**src/rtl/vector_cache_pkg.sv**
```systemverilog
// Shared types for the vector cache SRAM path: the SRAM command word and the
// read/write arbiter winner encoding.
package vector_cache_pkg;

    typedef struct packed {
        logic [8:0] addr;
        logic       mode;
        logic [1:0] byte_sel;
    } sram_inst_cmd_t;

    typedef enum logic {
        ARB_RD = 1'b0,
        ARB_WR = 1'b1
    } arb_winner_e;

    function automatic arb_winner_e arb_other(input arb_winner_e w);
        return (w == ARB_RD) ? ARB_WR : ARB_RD;
    endfunction

endpackage

```
**src/rtl/sram_rsp_fifo.sv**
```systemverilog
// Circular-buffer response FIFO with a combinationally visible head and an
// occupancy count one bit wider than the pointers.
module sram_rsp_fifo #(
    parameter int DEPTH = 4,
    parameter int WIDTH = 36
) (
    input  logic                     clk,
    input  logic                     rst,
    input  logic                     push,
    input  logic [WIDTH-1:0]         push_data,
    input  logic                     pop,
    output logic [WIDTH-1:0]         head_data,
    output logic [$clog2(DEPTH):0]   count
);

    localparam int AW = $clog2(DEPTH);

    logic [AW-1:0]    wr_ptr_q, wr_ptr_d;
    logic [AW-1:0]    rd_ptr_q, rd_ptr_d;
    logic [AW:0]      count_q, count_d;
    logic [WIDTH-1:0] mem_q [DEPTH];
    logic [WIDTH-1:0] mem_d [DEPTH];

    always_comb begin
        mem_d    = mem_q;
        wr_ptr_d = wr_ptr_q;
        rd_ptr_d = rd_ptr_q;
        count_d  = count_q;
        if (push) begin
            mem_d[wr_ptr_q] = push_data;
            wr_ptr_d        = wr_ptr_q + 1'b1;
        end
        if (pop) begin
            rd_ptr_d = rd_ptr_q + 1'b1;
        end
        // Push and pop together leave the occupancy unchanged.
        case ({push, pop})
            2'b10:   count_d = count_q + 1'b1;
            2'b01:   count_d = count_q - 1'b1;
            default: count_d = count_q;
        endcase
    end

    always_ff @(posedge clk) begin
        if (rst) begin
            wr_ptr_q <= '0;
            rd_ptr_q <= '0;
            count_q  <= '0;
            mem_q    <= '{default: '0};
        end else begin
            wr_ptr_q <= wr_ptr_d;
            rd_ptr_q <= rd_ptr_d;
            count_q  <= count_d;
            mem_q    <= mem_d;
        end
    end

    assign head_data = mem_q[rd_ptr_q];
    assign count     = count_q;

endmodule

```
**src/rtl/sram_req_arb.sv**
```systemverilog
// Read/write request arbiter in front of one sram_inst, with a credit-checked
// response FIFO. Define SRAM_REQ_ARB_PERF_CNT_EN to add the performance counters.
module sram_req_arb
    import vector_cache_pkg::*;
#(
    parameter int TAG_W     = 4,
    parameter int RSP_DEPTH = 4,
    parameter int CNT_W     = 16
) (
    input  logic                 clk,
    input  logic                 rst,
    input  logic                 rd_req_vld,
    output logic                 rd_req_rdy,
    input  sram_inst_cmd_t       rd_req_cmd,
    input  logic [TAG_W-1:0]     rd_req_tag,
    input  logic                 wr_req_vld,
    output logic                 wr_req_rdy,
    input  sram_inst_cmd_t       wr_req_cmd,
    input  logic [31:0]          wr_req_data,
    output logic                 read_vld,
    output sram_inst_cmd_t       read_cmd,
    output logic                 write_vld,
    output sram_inst_cmd_t       write_cmd,
    output logic [31:0]          wr_data,
    input  logic [31:0]          rd_data,
    output logic                 rsp_vld,
    input  logic                 rsp_rdy,
    output logic [31:0]          rsp_data,
    output logic [TAG_W-1:0]     rsp_tag
`ifdef SRAM_REQ_ARB_PERF_CNT_EN
    ,
    output logic [CNT_W-1:0]     conflict_cnt,
    output logic [CNT_W-1:0]     rd_credit_stall_cnt
`endif
);

    localparam int CW = $clog2(RSP_DEPTH) + 1;

    // Handshake: a request transfers in any cycle where its vld and rdy are both high.
    logic              inflight_q, inflight_d;
    logic [TAG_W-1:0]  rtn_tag_q, rtn_tag_d;
    arb_winner_e       last_win_q, last_win_d;

    logic [CW-1:0]     fifo_count;
    logic [CW:0]       occupancy;
    logic              credit_ok;
    logic              rd_elig;
    logic              wr_elig;
    logic              conflict;
    logic              grant_rd;
    logic              grant_wr;
    logic              fifo_push;
    logic              fifo_pop;
    logic [TAG_W+31:0] fifo_head;

    always_comb begin
        // Credit uses registered state only, so a same-cycle pop never frees a slot early.
        occupancy  = {1'b0, fifo_count} + (CW + 1)'(inflight_q);
        credit_ok  = occupancy < (CW + 1)'(RSP_DEPTH);
        rd_elig    = !rst && rd_req_vld && credit_ok;
        wr_elig    = !rst && wr_req_vld;
        conflict   = rd_elig && wr_elig;
        grant_rd   = rd_elig && (!wr_elig || last_win_q == ARB_WR);
        grant_wr   = wr_elig && (!rd_elig || last_win_q == ARB_RD);
        last_win_d = conflict ? arb_other(last_win_q) : last_win_q;
        inflight_d = grant_rd;
        rtn_tag_d  = grant_rd ? rd_req_tag : rtn_tag_q;
    end

    always_ff @(posedge clk) begin
        if (rst) begin
            inflight_q <= 1'b0;
            rtn_tag_q  <= '0;
            last_win_q <= ARB_RD;
        end else begin
            inflight_q <= inflight_d;
            rtn_tag_q  <= rtn_tag_d;
            last_win_q <= last_win_d;
        end
    end

    assign read_vld   = grant_rd;
    assign write_vld  = grant_wr;
    assign rd_req_rdy = grant_rd;
    assign wr_req_rdy = grant_wr;
    assign read_cmd   = rd_req_cmd;
    assign write_cmd  = wr_req_cmd;
    assign wr_data    = wr_req_data;

    assign fifo_push = inflight_q && !rst;
    assign rsp_vld   = !rst && (fifo_count != '0);
    assign fifo_pop  = rsp_vld && rsp_rdy;

    sram_rsp_fifo #(
        .DEPTH (RSP_DEPTH),
        .WIDTH (TAG_W + 32)
    ) u_rsp_fifo (
        .clk       (clk),
        .rst       (rst),
        .push      (fifo_push),
        .push_data ({rtn_tag_q, rd_data}),
        .pop       (fifo_pop),
        .head_data (fifo_head),
        .count     (fifo_count)
    );

    assign rsp_data = fifo_head[31:0];
    assign rsp_tag  = fifo_head[TAG_W+31:32];

`ifdef SRAM_REQ_ARB_PERF_CNT_EN
    logic [CNT_W-1:0] conflict_cnt_q, conflict_cnt_d;
    logic [CNT_W-1:0] stall_cnt_q, stall_cnt_d;

    always_comb begin
        conflict_cnt_d = conflict_cnt_q;
        stall_cnt_d    = stall_cnt_q;
        if (conflict && conflict_cnt_q != '1) begin
            conflict_cnt_d = conflict_cnt_q + 1'b1;
        end
        if (rd_req_vld && !credit_ok && stall_cnt_q != '1) begin
            stall_cnt_d = stall_cnt_q + 1'b1;
        end
    end

    always_ff @(posedge clk) begin
        if (rst) begin
            conflict_cnt_q <= '0;
            stall_cnt_q    <= '0;
        end else begin
            conflict_cnt_q <= conflict_cnt_d;
            stall_cnt_q    <= stall_cnt_d;
        end
    end

    assign conflict_cnt        = conflict_cnt_q;
    assign rd_credit_stall_cnt = stall_cnt_q;
`else
    logic unused_cnt_w;
    assign unused_cnt_w = |CNT_W;
`endif

endmodule

```
**config.mk**
```make
export PLATFORM = sky130hd
export DESIGN_NAME = sram_req_arb
export DESIGN_NICKNAME = d
export VERILOG_FILES = /design/src/rtl/vector_cache_pkg.sv /design/src/rtl/sram_rsp_fifo.sv /design/src/rtl/sram_req_arb.sv
export SDC_FILE = /design/constraint.sdc
export NUM_CORES = 1
export LEC_CHECK = 0
export CORE_ASPECT_RATIO = 0.9
export CORE_MARGIN = 1
export CORE_UTILIZATION = 63
export DETAILED_ROUTE_END_ITERATION = 10
export DONT_BUFFER_PORTS = 1
export PLACE_DENSITY = 0.79
export SYNTH_ARGS = -nofsm -noshare
export SYNTH_HDL_FRONTEND = slang
export SYNTH_HIERARCHICAL = 1
export SYNTH_SLANG_ARGS = --single-unit
```
**constraint.sdc**
```tcl
create_clock -name clk -period 2.4 [get_ports clk]
set_input_delay 0.24 -clock clk [delete_from_list [all_inputs] [get_ports clk]]
set_output_delay 0.24 -clock clk [all_outputs]
set_load 0.01 [all_outputs]
```
Word level (Yosys, flattened, before mapping)
Index checks and enable logic that the tools add are counted.
{ "word_totals": {"ff_bits": 157, "in_bits": 97} }
{ "op_classes": {"reduce_logical": 17, "order_cmp": 4, "n_bitwise": 3, "muxes": 8, "n_eq_ne": 2, "add_sub_neg": 5} }
{ "ops": {"columns": ["cell", "n"], "rows": [
  ["$bwmux W144", 1],
  ["$mux W36", 3],
  ["$bmux W36 S2", 1],
  ["$demux W36 S2", 1],
  ["$logic_and A1 B1 Y1", 10],
  ["$ge A3 B3 Y1 const B", 2],
  ["$not A2 Y3", 2],
  ["$pmux W3 S2", 1],
  ["$add A2 B1 Y2 const B", 2],
  ["$add A3 B1 Y4", 1],
  ["$lt A4 B3 Y1 const B", 1],
  ["$add A3 B1 Y3 const B", 1],
  ["$logic_not A1 Y1", 3],
  ["$lt A3 B1 Y1 const B", 1],
  ["$reduce_bool A3 Y1", 1],
  ["$sub A3 B1 Y3 const B", 1],
  ["$eq A2 B1 Y1 const B", 1],
  ["$eq A2 B2 Y1 const B", 1],
  ["$logic_or A1 B1 Y1", 2],
  ["$reduce_bool A2 Y1", 1],
  ["$mux W1", 1],
  ["$not A1 Y1", 1]
]} }

Depth between registers and ports, before layout
{ "logic_depth": {"ltp_word": 6, "ltp_mapped": 9, "mapped_depth_nobuf": 9} }

Hierarchy
Netlist, hierarchy kept.
{ "modules_own_cells": {"columns": ["mod", "area_per_inst_um2", "instances", "cells_each"], "rows": [
  ["sram_rsp_fifo", 6299.8, 1, 711],
  ["sram_req_arb", 762.0, 1, 88]
]} }

Least setup slack after synthesis
Ideal clock, no wire load.
{ "synth_path": {"path_type": "reg-to-reg", "from": "register u_rsp_fifo.count_q[0] (netlist: u_rsp_fifo/count[0])", "to": "register u_rsp_fifo.count_q[2] (netlist: u_rsp_fifo/count[2])", "t_arrival_ns": 1.977, "setup_time_ns": 0.070, "path_stages_with_launch": 10, "setup_slack_ns": 0.353, "synth_period_minus_slack_ns": 2.047, "path_cell_list": "dfxtp_1 nor3_1 nor2_1 and2_1 ha_1 inv_1 fa_1 xor2_1 or3_1 a21oi_1"} }
{ "synth_between": {"elab_chain_cells": 5, "elab_cells_between_ends": 9, "classes_between": "add/sub: 2; eq/ne: 2; mux: 1; reduce/logical: 4"} }
{ "synth_rtl": {"columns": ["item", "line", "text"], "rows": [
  ["from (decl)", "sram_rsp_fifo.sv:20", "logic [AW:0] count_q, count_d;"],
  ["from (signal assigned)", "sram_rsp_fifo.sv:53", "count_q <= count_d;"],
  ["$reduce_bool A3 Y1 (*)", "sram_req_arb.sv:91", "assign rsp_vld = !rst && (fifo_count != '0);"],
  ["$logic_and A1 B1 Y1 (*)", "sram_req_arb.sv:91", null],
  ["named net rsp_vld", "sram_req_arb.sv:26", "output logic rsp_vld,"],
  ["$logic_and A1 B1 Y1 (*)", "sram_req_arb.sv:92", "assign fifo_pop = rsp_vld && rsp_rdy;"],
  ["named net fifo_pop", "sram_req_arb.sv:53", "logic fifo_pop;"],
  ["$eq A2 B1 Y1 or $eq A2 B2 Y1 (tied branches)", "sram_rsp_fifo.sv:37", "case ({push, pop})"],
  ["$pmux W3 S2 or $reduce_bool A2 Y1 (tied branches)", null, null]
]} }
Mark *: on every way through the listed nets, which the timed path passes. The rest lies on a longest branch.
A chain may end at the register's enable or synchronous reset.

Worst setup path in the final report
{ "layout_path": {"from": "register u_rsp_fifo.wr_ptr_q[0]", "to": "register u_rsp_fifo/mem_q[136] (netlist bit)"} }
{ "layout_between": {"elab_chain_cells": 6, "elab_cells_between_ends": 7, "classes_between": "order compare: 2; mux: 3; bitwise: 1; reduce/logical: 1"} }
{ "layout_rtl": {"columns": ["item", "line", "text"], "rows": [
  ["from (decl)", "sram_rsp_fifo.sv:18", "logic [AW-1:0] wr_ptr_q, wr_ptr_d;"],
  ["from (signal assigned)", "sram_rsp_fifo.sv:51", "wr_ptr_q <= wr_ptr_d;"],
  ["$not A2 Y3 (implied by the code) (*)", "sram_rsp_fifo.sv:30", "mem_d[wr_ptr_q] = push_data;"],
  ["$ge A3 B3 Y1 (implied by the code) or $lt A3 B1 Y1 (tied branches)", "sram_rsp_fifo.sv:30", null],
  ["$logic_and A1 B1 Y1 (implied by the code)", "sram_rsp_fifo.sv:30", null],
  ["$mux W36 (implied by the code)", "sram_rsp_fifo.sv:30", null],
  ["$demux W36 S2 (*)", "sram_rsp_fifo.sv:30", null],
  ["$bwmux W144 (*)", "sram_rsp_fifo.sv:30", null],
  ["to (signal assigned)", "sram_rsp_fifo.sv:54", "mem_q <= mem_d;"],
  ["to (decl)", "sram_rsp_fifo.sv:21", "logic [WIDTH-1:0] mem_q [DEPTH];"]
]} }
Every way passes the cells marked *; elsewhere a longest branch is shown, timed or not.

==> summary.md <==
| Metric | Value |
|---|---|
| Final-stage net count | `899` |
| Placement Setup Slack | `238.4 ps` |
| Initial Utilization | `65.05%` |
| Net Switching | `0.001232 W` |
| Final Skew | `9.764 ps` |
| Die area | `11640 sq um` |
| Syn_nets | `902` |
| Ant. Diodes | `0` |
| Gpl congestion | `0.7690` |
| Setup ws final | `117.4 ps` |
| DR DRC count | `0` |
| Final hold vios | `0` |
| Layout cells sized above 1 | `11.87%` |
| Max H-tree Level | `4` |
| Number of warnings issued by yosys | `6` |
| Area contributors post-synth | `dfxtp_1 (45%), nand2_1 (15%), a21oi_1 (10%)` |
| Max-Cap Viols | `0` |
| Pleak | `2.766 nW` |
| DP Cell Count | `856` |
| Synthesized flop and latch total | `157` |
| RSZ-0062 raised after global routing | `no` |
| Power share of the combinational group | `4.6%` |
| Sw Ratio | `22.14%` |
| Clk slew on worst S/H paths | `60 ps` |
| Sequential cell area fraction in the yosys report | `44.51%` |
| Fmax | `438.1 MHz` |
| Max clock buf depth | `2` |
| Final ANT Viol Nets | `0` |
| Vias after detailed routing | `5694` |
| First-pass GRT wire length | `27430 um` |
| Cell accounting for the most synthesized area | `dfxtp_1` |
| Vias in the first global route | `5679` |
| Final setup viols | `0` |
| Status | `complete, no violations` |
| Relative slew slack | `59.58%` |
| Critical path's largest stage delay | `590 ps` |
| Clk pwr share | `47.7%` |
| CP endpoint kind | `flip-flop` |
| TritonCTS clock tree | `done` |
| Die height | `102.4 um` |
| DRT Pass-1 Iters | `5` |
| Total power | `0.005567 W` |
| CP Cell Sequence | `inv_1, ha_1, nand2_2, buf_4, nand2_1, a21oi_1, dlygate4sd3_1` |
| Largest vdd supply drop | `471.9 uV` |
| CTS Sinks | `157` |
| Setup TNS | `0 ps` |
| Chip Width | `113.6 um` |
| Synth Cell Area | `7062 sq um` |
| Worst-Skew Late Latency | `430 ps` |
| Mapped Cells | `799` |
| Crit Path Max Fanout | `23` |
| Yosys top cell area share | `44.51%` |
| Initial antenna violation count | `0` |
| Per-cell routed wire length | `18.35 um` |
| Tmin final | `2283 ps` |
| Critical path type | `flip-flop to flip-flop` |
| First DRT Iteration DRCs | `654` |
| Fillers | `749` |
| Pint | `0.004334 W` |
| Largest net degree at the start of global routing | `117` |
| EDFF count, synth | `0` |
| Pwr Density | `700.6 nW/um^2` |
| Async set-reset flop share out of synthesis | `0%` |
| Row cnt | `36` |
| Avg Cell Area, Syn | `8.838 sq um` |
| Startpoint Class | `flip-flop` |
| Layout area overhead | `12.53%` |
| Most used flip-flop cell after synthesis | `dfxtp_1` |
| Dpl hpwl | `9766 um` |
| Worst-Margin Slew | `604.1 ps` |
| Clk root buf | `clkbuf_16` |
| Synth cell types | `32` |
| CTS buffer count | `17` |
| I/O pins | `194` |
| Critical Path AT | `2640 ps` |
| I/O Buffers | `0` |
| Via density | `5.925` |
| Period Utilization, post-route | `95.11%` |
| Final wirelength | `17640 um` |
| Flop2flop setup slack | `120 ps` |
| Sequential cell fraction of total power | `47.7%` |
| Slew Limit Fails | `0` |
| Grt ovf | `0` |
| Hold WC Path Type | `input pin to flip-flop` |
| Finished Layout Cells | `961` |
| CORE AREA | `10860 sq um` |
| PostCTS Resize Cnt | `0` |
| Slowest-stage cell, CP | `dlygate4sd3_1` |
| Critical path required time | `2760 ps` |
| Total Routing Usage GR | `30.79%` |
-- Yosys cell counts, drive strengths merged (4+ instances only) --
cell type / n
a21oi: 146
and2: 5
and2b: 5
buf: 98
clkbuf: 15
dfxtp: 157
ha: 5
inv: 7
mux2: 4
mux4: 36
nand2: 294
nor2: 8
-- flip-flops by register name (all words and copies together), names as in the netlist --
register	flops
inflight_q	1
last_win_q	1
rtn_tag_q	4
u_rsp_fifo/count	3
u_rsp_fifo/mem_q	144
u_rsp_fifo/rd_ptr_q	2
u_rsp_fifo/wr_ptr_q	2
-- path summary, 6_finish.rpt --
path                                       start                            endpoint  depth (start not counted)
max          u_rsp_fifo/wr_ptr_q[0]$_SDFFE_PP0P_  u_rsp_fifo/mem_q[136]$_SDFFE_PP0P_                          7
max reg2reg  u_rsp_fifo/wr_ptr_q[0]$_SDFFE_PP0P_  u_rsp_fifo/mem_q[136]$_SDFFE_PP0P_                          7
min                                   wr_req_vld             last_win_q$_SDFFE_PP0P_                          2
min reg2reg   u_rsp_fifo/mem_q[132]$_SDFFE_PP0P_  u_rsp_fifo/mem_q[132]$_SDFFE_PP0P_                          2
-- routing by layer --
layer	GRT usage, %	wire, um	up-vias
li1	-	-	2578
met1	35.20	6697	2708
met2	52.06	8853	334
met3	9.846	1576	74
met4	16.40	507	0
met5	0	0	-
-- area by class of cell --
| class | instances | area, sq um | share of cell area [%] |
|---|---|---|---|
| Sequential cell | 157 | 3146 | 39.58 |
| Multi-Input combinational cell | 522 | 3060 | 38.51 |
| Timing Repair Buffer | 91 | 945.9 | 11.90 |
| Clock buffer | 22 | 464.2 | 5.842 |
| Tap cell | 152 | 190.2 | 2.393 |
| Clock inverter | 10 | 113.9 | 1.433 |
| Inverter | 7 | 26.28 | 0.3307 |
-- per-stage QoR --
stage	instance area (sq um)	utilization, %	hold WS (ps)
2_1_floorplan	7062	-	376.0
3_3_place_gp	6620	60.98	317.9
3_5_place_dp	6620	60.98	324.7
4_1_cts	7946	73.20	3.580
5_1_grt	7946	73.20	23.01
6_report	7946	73.20	20.66
-- power by group through the flow --
stage / clock (W) / sequential (W) / combinational, W
after global routing: 0.00281 / 0.00266 / 0.000271
final: 0.00265 / 0.00266 / 0.000256
after CTS: 0.00268 / 0.00266 / 0.000250
after detailed placement: 0 / 0.00271 / 0.000142
after floorplan: 0 / 0.00270 / 0.000257
after global placement: 0 / 0.00271 / 0.000138
-- cell usage in the layout (no fill, tap or decap), drive strengths merged, types with 4 or more instances in the layout --
| cell | instances |
|---|---|
| nand2 | 294 |
| dfxtp | 157 |
| a21oi | 146 |
| dlygate4sd3 | 72 |
| mux4 | 36 |
| clkbuf | 22 |
| buf | 19 |
| nor2 | 8 |
| inv | 8 |
| and2 | 5 |
| ha | 5 |
| and2b | 5 |
| mux2 | 4 |
| clkinvlp | 4 |
-- cells by family (layout without fill, tap and decap cells) --
logic type | count (synthesis) | in the layout | share of synthesized area, %
adder cells (fa/ha/maj) | 6 | 6 | 1.169
AO/OA/AOI/OAI | 147 | 147 | 10.42
XOR/XNOR | 5 | 5 | 0.6202
buffers and inverters | 120 | 130 | 12.15
multiplexers | 42 | 42 | 12.88
flip-flops | 157 | 157 | 44.51
AND/OR/NAND/NOR | 322 | 322 | 18.25
-- worst max-delay path: cells and delay by family, from the launching register on --
| kind | cells | cell delay, ps |
|---|---|---|
| buffers and inverters | 3 | 950 |
| and+or+nand+nor | 2 | 490 |
| DFF | 1 | 390 |
| adders and majority gates | 1 | 230 |
| AOI/OAI and AO/OA | 1 | 160 |
-- what timing repair did --
item / CTS / global route
hold buffers: 73 / 0
buffers inserted: 0 / 0
hold endpoints to repair: 155 / 0
Note: power is estimated with default switching activity, not from simulation.
